File: src/rtl/fwd_manchester_encoder_pkg.sv
// Shared types and constants for the forward Manchester re-encoder.
// FSM state enum, half-bit counter width and the fallback half-bit length.
package fwd_manchester_encoder_pkg;

  localparam int HALF_W = 6;
  localparam logic [HALF_W-1:0] DEFAULT_HALF_C = 6'd8;

  typedef enum logic [1:0] {
    IDLE   = 2'd0,
    FIRST  = 2'd1,
    SECOND = 2'd2
  } enc_state_e;

  // Measured widths below 2 are unusable as a half-bit length, so use the fallback.
  function automatic logic [HALF_W-1:0] half_len(input logic [HALF_W-1:0] meas,
                                                 input logic [HALF_W-1:0] dflt);
    return (meas < HALF_W'(2)) ? dflt : meas;
  endfunction

endpackage

File: src/rtl/fwd_manchester_encoder_bit_fifo.sv
// fwd_bit_fifo: synchronous single-bit FIFO with simultaneous push/pop,
// accepting a push while full when a pop happens in the same cycle.
module fwd_bit_fifo #(
  parameter int DEPTH = 4,
  parameter int LVL_W = 3
) (
  input  logic             clk,
  input  logic             rst,
  input  logic             push,
  input  logic             pop,
  input  logic             din,
  output logic             dout,
  output logic             full,
  output logic             empty,
  output logic [LVL_W-1:0] level
);
  localparam int PTR_W = (DEPTH > 1) ? $clog2(DEPTH) : 1;

  logic [DEPTH-1:0] mem_q, mem_d;
  logic [PTR_W-1:0] wr_ptr_q, wr_ptr_d, rd_ptr_q, rd_ptr_d;
  logic [LVL_W-1:0] level_q, level_d;
  logic             do_push, do_pop;

  always_comb begin
    do_pop   = pop && (level_q != '0);
    do_push  = push && ((level_q != LVL_W'(DEPTH)) || do_pop);
    mem_d    = mem_q;
    wr_ptr_d = wr_ptr_q;
    rd_ptr_d = rd_ptr_q;
    level_d  = level_q;
    if (do_push) begin
      mem_d[wr_ptr_q] = din;
      wr_ptr_d        = wr_ptr_q + PTR_W'(1);
    end
    if (do_pop) begin
      rd_ptr_d = rd_ptr_q + PTR_W'(1);
    end
    case ({do_push, do_pop})
      2'b10:   level_d = level_q + LVL_W'(1);
      2'b01:   level_d = level_q - LVL_W'(1);
      default: level_d = level_q;
    endcase
  end

  always_ff @(posedge clk) begin
    if (rst) begin
      wr_ptr_q <= '0;
      rd_ptr_q <= '0;
      level_q  <= '0;
    end else begin
      wr_ptr_q <= wr_ptr_d;
      rd_ptr_q <= rd_ptr_d;
      level_q  <= level_d;
    end
  end

  always_ff @(posedge clk) begin
    mem_q <= mem_d;
  end

  assign dout  = mem_q[rd_ptr_q];
  assign full  = (level_q == LVL_W'(DEPTH));
  assign empty = (level_q == '0);
  assign level = level_q;

endmodule

File: src/rtl/fwd_manchester_encoder.sv
// Forward Manchester re-encoder: queues qualified bits and replays each as two half-bit periods.
// Define FWD_ENCODER_FIFO_EN for a FIFO_DEPTH-entry queue; otherwise a single holding register is used.
module fwd_manchester_encoder
  import fwd_manchester_encoder_pkg::*;
#(
  parameter int                FIFO_DEPTH   = 4,
  parameter logic              IDLE_LEVEL   = 1'b0,
  parameter logic [HALF_W-1:0] DEFAULT_HALF = DEFAULT_HALF_C
) (
  input  logic              clk,
  input  logic              rst,
  input  logic              in_data,
  input  logic              in_clk,
  input  logic              in_sync,
  input  logic              in_forward,
  input  logic              in_invert,
  input  logic [HALF_W-1:0] half_period,
  output logic              out,
  output logic              out_busy,
  output logic              out_overflow,
  output logic [2:0]        out_level
);
  if (FIFO_DEPTH < 2 || FIFO_DEPTH > 4 || (FIFO_DEPTH & (FIFO_DEPTH - 1)) != 0) begin : g_bad_depth
    $error("FIFO_DEPTH must be 2 or 4 to fit the 3-bit level output");
  end

  enc_state_e        state_q, state_d;
  logic [HALF_W-1:0] cnt_q, cnt_d, half_q, half_d, half_m1;
  logic              bit_q, bit_d, out_q, out_d, busy_q, busy_d;
  logic              ovf_q, ovf_d, sync_q;
  logic              push_req, push_bit, pop, start, drop;
  logic              f_dout, f_full, f_empty;
  logic [2:0]        f_level;

  assign push_req = in_clk && in_sync && in_forward;
  assign push_bit = in_data ^ in_invert;

`ifdef FWD_ENCODER_FIFO_EN
  fwd_bit_fifo #(.DEPTH(FIFO_DEPTH), .LVL_W(3)) u_fifo (
    .clk   (clk),
    .rst   (rst),
    .push  (push_req),
    .pop   (pop),
    .din   (push_bit),
    .dout  (f_dout),
    .full  (f_full),
    .empty (f_empty),
    .level (f_level)
  );
`else
  logic hold_q, hold_d, hold_vld_q, hold_vld_d;

  // Occupancy is the only control here; the held bit itself is never reset.
  always_comb begin
    hold_d     = hold_q;
    hold_vld_d = hold_vld_q;
    if (pop) hold_vld_d = 1'b0;
    if (push_req && (!hold_vld_q || pop)) begin
      hold_vld_d = 1'b1;
      hold_d     = push_bit;
    end
  end

  always_ff @(posedge clk) begin
    if (rst) hold_vld_q <= 1'b0;
    else     hold_vld_q <= hold_vld_d;
  end

  always_ff @(posedge clk) begin
    hold_q <= hold_d;
  end

  assign f_dout  = hold_q;
  assign f_full  = hold_vld_q;
  assign f_empty = !hold_vld_q;
  assign f_level = {2'b00, hold_vld_q};
`endif

  always_comb begin
    state_d = state_q;
    cnt_d   = cnt_q;
    half_d  = half_q;
    bit_d   = bit_q;
    out_d   = out_q;
    pop     = 1'b0;
    start   = 1'b0;
    half_m1 = half_len(half_period, DEFAULT_HALF) - HALF_W'(1);
    unique case (state_q)
      IDLE: start = !f_empty;
      FIRST: begin
        if (cnt_q == '0) begin
          cnt_d   = half_q;
          out_d   = bit_q;
          state_d = SECOND;
        end else begin
          cnt_d = cnt_q - HALF_W'(1);
        end
      end
      SECOND: begin
        if (cnt_q == '0) begin
          if (!f_empty) begin
            start = 1'b1;
          end else begin
            out_d   = IDLE_LEVEL;
            state_d = IDLE;
          end
        end else begin
          cnt_d = cnt_q - HALF_W'(1);
        end
      end
      default: state_d = IDLE;
    endcase
    // Starting a bit pops it and samples the half length so SECOND reuses the same value.
    if (start) begin
      pop     = 1'b1;
      bit_d   = f_dout;
      half_d  = half_m1;
      cnt_d   = half_m1;
      out_d   = ~f_dout;
      state_d = FIRST;
    end
    drop   = push_req && f_full && !pop;
    ovf_d  = (ovf_q && !(in_sync && !sync_q)) || drop;
    busy_d = (state_d != IDLE) || (!f_empty && !pop) || push_req;
  end

  always_ff @(posedge clk) begin
    if (rst) begin
      state_q <= IDLE;
      out_q   <= IDLE_LEVEL;
      busy_q  <= 1'b0;
      ovf_q   <= 1'b0;
      sync_q  <= 1'b0;
    end else begin
      state_q <= state_d;
      out_q   <= out_d;
      busy_q  <= busy_d;
      ovf_q   <= ovf_d;
      sync_q  <= in_sync;
    end
  end

  always_ff @(posedge clk) begin
    cnt_q  <= cnt_d;
    half_q <= half_d;
    bit_q  <= bit_d;
  end

  assign out          = out_q;
  assign out_busy     = busy_q;
  assign out_overflow = ovf_q;
  assign out_level    = f_level;

endmodule
File: config.mk
export PLATFORM = sky130hd
export DESIGN_NAME = fwd_manchester_encoder
export DESIGN_NICKNAME = d
export VERILOG_FILES = /design/src/rtl/fwd_manchester_encoder_pkg.sv /design/src/rtl/fwd_manchester_encoder_bit_fifo.sv /design/src/rtl/fwd_manchester_encoder.sv
export SDC_FILE = /design/constraint.sdc
export NUM_CORES = 1
export LEC_CHECK = 0
export CAP_MARGIN = 25
export CORE_UTILIZATION = 57
export DETAILED_ROUTE_END_ITERATION = 8
export DONT_BUFFER_PORTS = 1
export HOLD_SLACK_MARGIN = 0.03
export PLACE_DENSITY = 0.72
export SLEW_MARGIN = 30
export SYNTH_ARGS = -nofsm -noshare
export SYNTH_HDL_FRONTEND = slang
export SYNTH_SLANG_ARGS = --single-unit
File: constraint.sdc
create_clock -name clk -period 6.55 [get_ports clk]
set_input_delay 1.31 -clock clk [delete_from_list [all_inputs] [get_ports clk]]
set_output_delay 1.31 -clock clk [all_outputs]
set_load 0.02 [all_outputs]
## Word-level counts from Yosys, hierarchy flattened

Cells that the tools add are included.

- Bits in registers: 21
- Bits of input ports: 13

- Add/subtract/negate cells: 2
- $lt $le $gt $ge: 1
- Equality and inequality tests: 6
- Multiplexer cells: 21
- Bitwise gates (word level): 2
- Reduce and logical (&&, ||, !) cells: 23

Operators with widths:

| operator | number |
|---|---|
| 2-to-1 mux 6 bit | 4 |
| != test 3 bit, second input constant | 4 |
| one-hot mux 6 bit (2 select lines) | 1 |
| subtractor 6 x 1 -> 6 bit, second input constant | 2 |
| 2-to-1 mux 1 bit | 9 |
| logical AND 1 bit | 8 |
| 2-to-1 mux 2 bit | 4 |
| logical NOT 6 bit | 1 |
| less-than comparator 6 x 2 -> 1 bit, second input constant | 1 |
| one-hot mux 2 bit (3 select lines) | 1 |
| logical NOT 1 bit | 4 |
| logical OR 1 bit | 4 |
| one-hot mux 1 bit (2 select lines) | 2 |
| AND reduction 4 bit | 1 |
| nonzero test 2 bit | 2 |
| nonzero test 3 bit | 1 |
| equality test 2 x 1 -> 1 bit, second input constant | 1 |
| equality test 2 bit, second input constant | 1 |
| logical NOT 2 bit | 1 |
| AND reduction 2 bit | 1 |
| inverter 1 bit | 1 |
| bitwise XOR 1 bit | 1 |

## Longest topological paths before layout

Gate-level depths: netlist (run 1).

- Word-level depth: 8
- Depth in mapped cells: 7
- Gate-level depth less buffers: 6

## Worst setup path before layout (run 1)

OpenSTA, ideal clock, no wires.

- Path kind: input to register
- Start: input port half_period[4]
- End: register cnt_q[4], data pin
- Library setup time: 0.254 ns
- Arrival time: 2.787 ns
- Required time: 6.296 ns
- Path slack: 3.509 ns
- Stages on the path: 6
- Path buffers: 0
- Cells stage by stage: or4_1 -> o21ai_0 -> ha_1 -> nand2_1 -> mux2_2 -> o21a_1

- Cells in the longest elaborated chain, start to end: 4

RTL lines:

| item | RTL line | text |
|---|---|---|
| start, declared | fwd_manchester_encoder.sv:17 | `input logic [HALF_W-1:0] half_period,` |
| less-than comparator 6 x 2 -> 1 bit | fwd_manchester_encoder_pkg.sv:17 | `return (meas < HALF_W'(2)) ? dflt : meas;` |
| 2-to-1 mux 6 bit (*) | fwd_manchester_encoder_pkg.sv:17 |  |
| subtractor 6 x 1 -> 6 bit (*) | fwd_manchester_encoder.sv:87 | `half_m1 = half_len(half_period, DEFAULT_HALF) - HALF_W'(1);` |
| net half_m1[4] | fwd_manchester_encoder.sv:28 | `logic [HALF_W-1:0] cnt_q, cnt_d, half_q, half_d, half_m1;` |
| 2-to-1 mux 6 bit (*) | fwd_manchester_encoder.sv:114 | `if (start) begin` |
| net cnt_d[4] | fwd_manchester_encoder.sv:28 |  |
| end signal, assigned | fwd_manchester_encoder.sv:144 | `cnt_q <= cnt_d;` |
| end, declared | fwd_manchester_encoder.sv:28 |  |

Mark *: on every way through the listed nets, which the timed path passes. The rest lies on a longest branch.
A chain may end at the register's enable or synchronous reset.

## Worst setup path in the final report (run 1)

Ends and elaborated chain as after synthesis.

==> results of run 1 <==
-- synth_stat cells (2+ instances only) --
cell type,number,area share
o21a_1,2,0.013
inv_1,7,0.022
o2bb2ai_1,2,0.015
edfxtp_1,14,0.36
o21ai_1,3,0.013
mux2i_1,3,0.026
buf_2,2,0.0086
xor2_1,5,0.037
nor2_1,10,0.032
nand2_1,4,0.013
nand3_1,2,0.0086
a211oi_1,2,0.013
a21oi_1,6,0.026
buf_4,3,0.019
dfxtp_1,7,0.12
nor3_1,3,0.013
o22ai_1,2,0.011
o31ai_1,2,0.013
a31oi_1,2,0.011
ha_1,2,0.021
o21ai_0,4,0.017
a2111oi_2,2,0.026
nand2b_1,4,0.021
or2_2,2,0.011
-- power by group through the flow --
stage / sequential [mW] / combinational (mW) / clock (mW)
2_1_floorplan: 0.160 / 0.0305 / 0
3_3_place_gp: 0.163 / 0.0309 / 0
3_5_place_dp: 0.163 / 0.0312 / 0
4_1_cts: 0.160 / 0.0316 / 0.0616
5_1_grt: 0.161 / 0.0359 / 0.0664
6_report: 0.160 / 0.0313 / 0.0592
-- per-stage QoR --
stage	cells	power (mW)	hold WS, ns
after detailed placement	133	0.194	0.461
final	137	0.251	0.483
after floorplan	112	0.190	0.426
after global placement	133	0.194	0.445
after global routing	137	0.264	0.500
after CTS	137	0.253	0.487
-- area by class of cell --
cell class	count	share of cell area
Sequential cell	21	0.472
Multi-Input combinational cell	78	0.456
Tap cell	27	0.0284
Clock buffer	4	0.0221
Inverter	7	0.0221
-- how the worst max path moves through the flow --
stage / startpoint / end / slack, ns / depth (start not counted)
3_3_place_gp: half_period[4] / cnt_q[4]$_DFFE_PP_ / 3.45 / 6
3_5_place_dp: half_period[4] / cnt_q[4]$_DFFE_PP_ / 3.36 / 6
2_1_floorplan: half_period[4] / cnt_q[4]$_DFFE_PP_ / 3.51 / 6
4_1_cts: half_period[4] / cnt_q[4]$_DFFE_PP_ / 3.69 / 6
6_report: half_period[4] / cnt_q[4]$_DFFE_PP_ / 3.71 / 6
5_1_grt: half_period[4] / cnt_q[4]$_DFFE_PP_ / 3.57 / 6
-- per-layer routing --
metal / global-route usage / vias up
li1: - / 402
met1: 0.305 / 349
met2: 0.260 / 19
met3: 0.0385 / 2
met4: 0.0686 / 0
met5: 0 / -
-- flip-flops by register name, summed over array words and instances (netlist names) --
name / flops
out_overflow: 1
cnt_q: 6
f_dout: 1
half_q: 6
bit_q: 1
out: 1
f_full: 1
sync_q: 1
state_q: 2
out_busy: 1
-- cell families after synthesis --
| group | after synthesis | synth area share |
|---|---|---|
| AND/OR/NAND/NOR | 34 | 0.178 |
| adder cells (fa/ha/maj) | 2 | 0.0214 |
| XOR/XNOR | 5 | 0.0375 |
| other | 1 | 0.00321 |
| flip-flops | 21 | 0.480 |
| buffers and inverters | 13 | 0.0600 |
| multiplexers | 4 | 0.0353 |
| AO/OA/AOI/OAI | 31 | 0.185 |
-- worst max-delay path: cells and delay by family --
family	cells	cell delay, ns
AO/OA/AOI/OAI	2	0.48
multiplexers	1	0.28
adder cells (fa/ha/maj)	1	0.25
AND/OR/NAND/NOR	2	0.59
==> results.json, run 1 <==
{
  "syn_inst": 111,
  "p_sw_mw": 0.0615,
  "wl_met3_um": 60,
  "hp-class": "flip-flop to flip-flop",
  "synth-main-ff-cell": "edfxtp_1",
  "ir_drop_mv": 0.140,
  "power.density_nw_per_um2": 211,
  "cts_buffers": 3,
  "hold_start": "f_dout$_DFFE_PP_",
  "synth_cell_types": 40,
  "rows": 16,
  "p_sw_frac": 0.246,
  "cts_hold_buf": 0,
  "grt_use_total": 0.193,
  "port_buffers": 0,
  "placed_cell_area_um2": 1160,
  "synth_edf_count": 14,
  "timing.slew.headroom": 0.541,
  "multi_input_area_um2": 542,
  "startpoint_type": "input port",
  "grt_max_degree": 13,
  "path_class": "input port to flip-flop",
  "tns_ns": 0,
  "drv_cap": 0,
  "final_nets": 126,
  "ys_async_sr_fraction": 0,
  "post-cts-setup-buffers": 0,
  "grt_pass1_wl_um": 2920,
  "viasPerCell": 5.64,
  "setup_violations": 0,
  "r2r_setup_slack_ns": 4.27,
  "power.share.clock": 0.236,
  "vias": 772,
  "slowest_stage": "or4_1",
  "crit_arrival_ns": 2.91,
  "cts_tree": "done",
  "syn-cell-area_um2": 1170,
  "p_int_mw": 0.189,
  "grt_pass1_vias": 669,
  "clk_latency_ns": 0.29,
  "final_util": 0.612,
  "die_w_um": 47.3,
  "clock_path_buffers": 2,
  "layout_setup_ws_ns": 3.71,
  "rr_endpoint": "cnt_q[2]$_DFFE_PP_",
  "final_cell_mix": "edfxtp_1 (14), nor2_1 (10), inv_1 (7), dfxtp_1 (7), a21oi_1 (6)",
  "wl_met1_um": 967,
  "core_area_um2": 1940,
  "cts_resized": 0,
  "start_util": 0.602,
  "rsz0062_at_grt": "no",
  "grt-ovfl-total": 0,
  "r2r_start": "cnt_q[0]$_DFFE_PP_",
  "outcome": "finished, final reports clean",
  "drive_gt1_frac": 0.145,
  "postSynthAreaPerCell_um2": 10.5,
  "fin_area_um2": 1190,
  "highest_layer": "met4",
  "required_ns": 6.62,
  "dieHeight_um": 47.3,
  "slew_violations": 0,
  "path_max_fanout": 4,
  "p_leak_nw": 0.401,
  "wl_met2_um": 777,
  "slowest_delay_ns": 0.53,
  "max_freq_mhz": 352,
  "cts_root_buffer": "clkbuf_4",
  "initialDrtViolationCount": 17,
  "antenna_found_initial": 0,
  "final_hold_viol_count": 0,
  "final_common_cell": "edfxtp_1",
  "pre_cts_ws_ns": 3.36,
  "place.gp.congestion": 0.777,
  "htreeDepth": 1,
  "tightest_slew_ns": 0.669,
  "yosysSeqAreaShare": 0.480,
  "ys_warn_count": 0,
  "drc": 0,
  "ys_ff_latch": 21,
  "p_comb_frac": 0.125,
  "clock-sinks": 21,
  "min_to": "bit_q$_DFFE_PP_",
  "ant_nets": 0,
  "fin_crit_sh": 0.434,
  "clk_pin_slew_ns": 0.10,
  "wl_um": 1810,
  "finalCriticalPeriod_ns": 2.84,
  "hpwl_um": 1380,
  "ff2ff_path_depth": 6,
  "p_seq_frac": 0.639,
  "crit_chain": "or4_1 -> o21ai_0 -> ha_1 -> nand2_1 -> mux2_2 -> o21a_1",
  "holdPathStages": 0,
  "endpoint_kind": "flip-flop",
  "skew_ns": 0.00119,
  "dieArea_um2": 2240,
  "n_fill_cell": 182,
  "routedWlPerCell_um": 13.2,
  "diodes": 0,
  "regArea_um2": 561,
  "firstDrtPassIters": 4,
  "ios": 19,
  "areaGrowthSynthToFinish_pct": 1.71
}
Power figures use the tool's default switching activity.
==> inputs of run 2 (changes only) <==
--- a/config.mk
+++ b/config.mk
@@ -5,6 +5,7 @@
 export SDC_FILE = /design/constraint.sdc
 export NUM_CORES = 1
 export LEC_CHECK = 0
+export ABC_AREA = 1
 export CAP_MARGIN = 25
 export CORE_UTILIZATION = 57
 export DETAILED_ROUTE_END_ITERATION = 8
==> constraint.sdc (replaced) <==
create_clock -name clk -period 2.9 [get_ports clk]
set_input_delay 0.58 -clock clk [delete_from_list [all_inputs] [get_ports clk]]
set_output_delay 0.58 -clock clk [all_outputs]
set_load 0.02 [all_outputs]
==> run 2 against run 1 <==
Effect of this change:
- non-clock buffer count is the same
- largest power group unchanged
- wire length is 8.2% higher
- highest routed layer unchanged
- via count increased by 15%
==> results.json, run 2 <==
{
  "outcome": "finished, final reports clean",
  "path_max_fanout": 13,
  "power.share.clock": 0.239,
  "synth_area_leaders": "edfxtp_1 (36%), nand2_1 (14%), dfxtp_1 (12%)",
  "ys_async_sr_fraction": 0,
  "ios": 19,
  "final_nets": 165,
  "initialDrtViolationCount": 21,
  "instances_no_fill": 176,
  "p_comb_frac": 0.140,
  "ant_nets": 0,
  "place.gp.congestion": 0.787,
  "drive_gt1_frac": 0.0671,
  "yosysSeqAreaShare": 0.475,
  "max_freq_mhz": 518,
  "clock_path_buffers": 2,
  "dp_cells": 172,
  "routedWlPerCell_um": 11.1,
  "port_buffers": 0,
  "wl_um": 1960,
  "grt_pass1_vias": 762,
  "hpwl_um": 1550,
  "clk_pin_slew_ns": 0.11,
  "r2r_setup_slack_ns": 0.97,
  "power.density_nw_per_um2": 477,
  "grt_pass1_wl_um": 3020,
  "top_regs": "cnt_q: 6 flops, half_q: 6 flops, state_q: 2 flops",
  "firstDrtPassIters": 4,
  "cts_buffers": 3,
  "wl_met1_um": 953,
  "holdPathStages": 1,
  "tns_ns": 0,
  "final_common_cell": "nand2_1",
  "ir_drop_mv": 0.346,
  "crit_arrival_ns": 1.97,
  "cts_resized": 0,
  "ys_ff_latch": 21,
  "drv_cap": 0,
  "layout_setup_ws_ns": 0.970,
  "cts_root_buffer": "clkbuf_4",
  "clock-sinks": 21,
  "antenna_found_initial": 0,
  "synthTopCellsByCount": "nand2_1 (43), inv_1 (22), edfxtp_1 (14)",
  "dieHeight_um": 47.5,
  "final_cell_mix": "nand2_1 (43), inv_1 (22), edfxtp_1 (14)",
  "viasPerCell": 5.06,
  "p_sw_mw": 0.153,
  "highest_layer": "met4",
  "synth_cell_types": 22,
  "vias": 891,
  "ff2ff_path_depth": 7,
  "required_ns": 2.94,
  "hp-class": "input port to flip-flop",
  "post-cts-setup-buffers": 0,
  "rows": 16,
  "grt_max_degree": 14,
  "syn-cell-area_um2": 1180,
  "p_leak_nw": 0.551,
  "finalPower_mw": 0.577,
  "synth_top_area_frac": 0.356,
  "fin_hold_ws_ns": 0.332,
  "slew_violations": 0,
  "synth_edf_count": 14,
  "startpoint_type": "flip-flop",
  "cts_hold_buf": 0,
  "grt-ovfl-total": 0,
  "endpoint_kind": "flip-flop",
  "path_class": "flip-flop to flip-flop",
  "synth-main-ff-cell": "edfxtp_1",
  "finalCriticalPeriod_ns": 1.93,
  "dieArea_um2": 2260,
  "skew_ns": 0.00459,
  "syn_inst": 148,
  "wl_met2_um": 939,
  "final_hold_viol_count": 0,
  "p_int_mw": 0.424,
  "start_util": 0.601,
  "areaGrowthSynthToFinish_pct": 2.55,
  "rsz0062_at_grt": "no",
  "core_area_um2": 1960,
  "diodes": 0,
  "cts_tree": "done",
  "yosysMostFrequentCell": "nand2_1",
  "ys_warn_count": 0,
  "wl_met3_um": 55,
  "die_w_um": 47.5,
  "drc": 0,
  "p_seq_frac": 0.622,
  "pre_cts_ws_ns": 0.954,
  "grt_use_total": 0.195,
  "clk_latency_ns": 0.29,
  "htreeDepth": 1,
  "synth_top_cell_by_area": "edfxtp_1",
  "p_sw_frac": 0.265,
  "fin_crit_sh": 0.666,
  "postSynthAreaPerCell_um2": 7.97,
  "setup_violations": 0
}
run 2: changes by cell type in the layout (fill, tap and decap cells not counted), moves of 3 or more:
cell	change
nand2_1	+39
inv_1	+15
nand3_1	+9
nand2b_1	-4
nand4_1	+4
mux2i_1	-3
nand3b_1	+3
nor2_1	+3
nor3_1	-3
o21ai_1	-3
run 2: final cells by class:
type / instances / area (µm²)
Tap cell: 27 / 33.8
Sequential cell: 21 / 561
Fill cell: 207 / 752
Clock buffer: 4 / 26.3
Multi-Input combinational cell: 102 / 507
Inverter: 22 / 82.6
run 2: cell families (layout without fill, tap and decap cells):
kind of cell               Yosys count  count (layout)  synth area share
buffers and inverters               26              26            0.0986
DFF                                 21              21             0.475
AOI/OAI and AO/OA                   13              13            0.0615
adders and majority gates            2               2            0.0212
xor gates and xnor gates             3               3            0.0223
other                                1               2           0.00318
and+or+nand+nor                     82              82             0.318
run 2: worst max-delay path, stage by stage (launching register included):
cell      delay, ns
edfxtp_1       0.41
inv_1          0.15
ha_1           0.24
nand3_2        0.13
nand2_2        0.09
nand2_2        0.14
inv_1          0.35
o21ai_0        0.17
run 2: power groups by stage:
stage	combinational, mW	sequential [mW]	clock (mW)
6_report	0.0805	0.359	0.138
5_1_grt	0.0932	0.361	0.153
4_1_cts	0.0812	0.359	0.141
3_5_place_dp	0.0806	0.365	0
3_3_place_gp	0.0781	0.365	0
2_1_floorplan	0.0710	0.361	0
run 2: per-layer routing:
metal | vias to the layer above | GRT usage
met2 | 17 | 0.334
met3 | 2 | 0.0377
met5 | - | 0
met4 | 0 | 0.0743
met1 | 396 | 0.243
li1 | 476 | -
run 2: path summary, 6_finish.rpt:
check,startpoint,to
min reg2reg,f_dout$_DFFE_PP_,bit_q$_DFFE_PP_
min,rst,state_q[1]$_SDFF_PP0_
max reg2reg,cnt_q[0]$_DFFE_PP_,cnt_q[2]$_DFFE_PP_
max,cnt_q[0]$_DFFE_PP_,cnt_q[2]$_DFFE_PP_
run 2: through the flow:
step,util,cell area (µm²)
3_5_place_dp,0.603,1180
4_1_cts,0.617,1210
2_1_floorplan,-,1180
6_report,0.617,1210
5_1_grt,0.617,1210
3_3_place_gp,0.603,1180
==> inputs of run 3 (changes only) <==
--- a/config.mk
+++ b/config.mk
@@ -7,11 +7,11 @@
 export LEC_CHECK = 0
 export ABC_AREA = 1
 export CAP_MARGIN = 25
-export CORE_UTILIZATION = 57
+export CORE_UTILIZATION = 55
 export DETAILED_ROUTE_END_ITERATION = 8
 export DONT_BUFFER_PORTS = 1
 export HOLD_SLACK_MARGIN = 0.03
-export PLACE_DENSITY = 0.72
+export PLACE_DENSITY = 0.73
 export SLEW_MARGIN = 30
 export SYNTH_ARGS = -nofsm -noshare
 export SYNTH_HDL_FRONTEND = slang
==> constraint.sdc (replaced) <==
create_clock -name clk -period 1.7 [get_ports clk]
set_input_delay 0.34 -clock clk [delete_from_list [all_inputs] [get_ports clk]]
set_output_delay 0.34 -clock clk [all_outputs]
set_load 0.02 [all_outputs]
==> run 3 against run 2 <==
Effect of this change:
- sequential power rose by 70%
- count of clock-buffer cells in the layout down 1
- total power is 75% higher
==> results.json, run 3 (synthesized netlist as in run 2, its figures left out) <==
{
  "cts_tree": "done",
  "drv_cap": 0,
  "slew_violations": 0,
  "cts_root_buffer": "clkbuf_4",
  "hpwl_um": 1780,
  "p_comb_frac": 0.158,
  "path_class": "flip-flop to flip-flop",
  "n_fill_cell": 185,
  "regArea_um2": 561,
  "startpoint_type": "flip-flop",
  "p_sw_frac": 0.271,
  "initialDrtViolationCount": 33,
  "p_int_mw": 0.734,
  "grt_pass1_vias": 977,
  "clock_path_buffers": 2,
  "htreeDepth": 1,
  "top_regs": "cnt_q: 6 flops, half_q: 6 flops, state_q: 2 flops",
  "instances_no_fill": 182,
  "final_cell_mix": "nand2_1 (43), inv_1 (21), edfxtp_1 (14)",
  "cts_buffers": 3,
  "clk_pin_slew_ns": 0.12,
  "fin_area_um2": 1280,
  "die_w_um": 48.3,
  "dp_cells": 178,
  "power.share.clock": 0.235,
  "drc": 0,
  "outcome": "finished, final reports clean",
  "clk_latency_ns": 0.31,
  "ios": 19,
  "grt-ovfl-total": 0,
  "rows": 16,
  "final_nets": 171,
  "ant_nets": 0,
  "endpoint_kind": "flip-flop",
  "p_sw_mw": 0.273,
  "path_max_fanout": 6,
  "fin_hold_ws_ns": 0.0801,
  "crit_arrival_ns": 1.69,
  "routedWlPerCell_um": 12.0,
  "p_seq_frac": 0.607,
  "final_hold_viol_count": 0,
  "final_common_cell": "nand2_1",
  "viasPerCell": 5.30,
  "start_util": 0.595,
  "p_leak_nw": 0.585,
  "diodes": 0,
  "placed_cell_area_um2": 1240,
  "vias": 965,
  "grt_max_degree": 13,
  "ir_drop_mv": 0.542,
  "dieArea_um2": 2330,
  "skew_ns": 0.0119,
  "hp-class": "input port to flip-flop",
  "rsz0062_at_grt": "no",
  "areaGrowthSynthToFinish_pct": 8.59,
  "wl_um": 2190,
  "fin_crit_sh": 0.946,
  "grt_pass1_wl_um": 3960,
  "max_freq_mhz": 622,
  "port_buffers": 0,
  "place.gp.congestion": 0.830,
  "grt_use_total": 0.221,
  "final_util": 0.646,
  "multi_input_area_um2": 519,
  "core_area_um2": 1980,
  "cts_hold_buf": 0,
  "required_ns": 1.78,
  "clock-sinks": 21,
  "finalCriticalPeriod_ns": 1.61,
  "firstDrtPassIters": 4,
  "antenna_found_initial": 0,
  "drive_gt1_frac": 0.123,
  "power.density_nw_per_um2": 785,
  "setup_violations": 0,
  "dieHeight_um": 48.3
}
## run 3: timing repair
action | 4_1_cts | 5_1_grt
buffers inserted | 0 | 0
setup endpoints to repair | 2 | 5
pin swaps | 0 | 0
resized for setup | 2 | 1
## run 3: worst max-delay path: stages, from the launching register on
cell and delay, ns:
edfxtp_1 0.42, inv_2 0.13, ha_4 0.16, nand2_1 0.07
nor2_2 0.12, nand3_2 0.13, or2_0 0.23, nand3_1 0.07
nand2_1 0.05
## run 3: per-stage QoR
stage	setup WS, ns	total power [mW]	setup TNS (ns)
floorplan	0.103	0.738	0
global placement	0.0898	0.767	0
detailed placement	-0.00750	0.776	-0.00750
CTS	0.0381	1.01	0
global route	0.000273	1.06	0
finish	0.0924	1.01	0
## run 3: worst paths after layout
check	start	slack (ns)	end	depth (start not counted)
setup / recovery	cnt_q[0]$_DFFE_PP_	0.09	cnt_q[0]$_DFFE_PP_	8
hold / removal	rst	0.08	state_q[0]$_SDFF_PP0_	1
setup reg to reg	cnt_q[0]$_DFFE_PP_	0.09	cnt_q[0]$_DFFE_PP_	8
hold reg to reg	f_dout$_DFFE_PP_	0.49	bit_q$_DFFE_PP_	0
## run 3: layer usage
layer | vias up | track usage | part of all wire
li1 | 488 | - | -
met1 | 445 | 0.257 | 0.45
met2 | 26 | 0.383 | 0.48
met3 | 6 | 0.0472 | 0.045
met4 | 0 | 0.113 | 0.017
met5 | - | 0 | 0
## run 3: layout make-up
class                      count  share of cell area
timing repair buffer           6              0.0449
inverter                      22              0.0645
tap                           27              0.0264
multi-input combinational    102               0.405
sequential                    21               0.437
clock inverter                 1             0.00391
clock buffer                   3              0.0176
## run 3: power by group through the flow
stage          logic [mW]  clock network, mW  registers [mW]
2_1_floorplan       0.121                  0           0.617
3_3_place_gp        0.146                  0           0.620
3_5_place_dp        0.154                  0           0.622
4_1_cts             0.156              0.245           0.610
5_1_grt             0.182              0.264           0.614
6_report            0.159              0.237           0.611
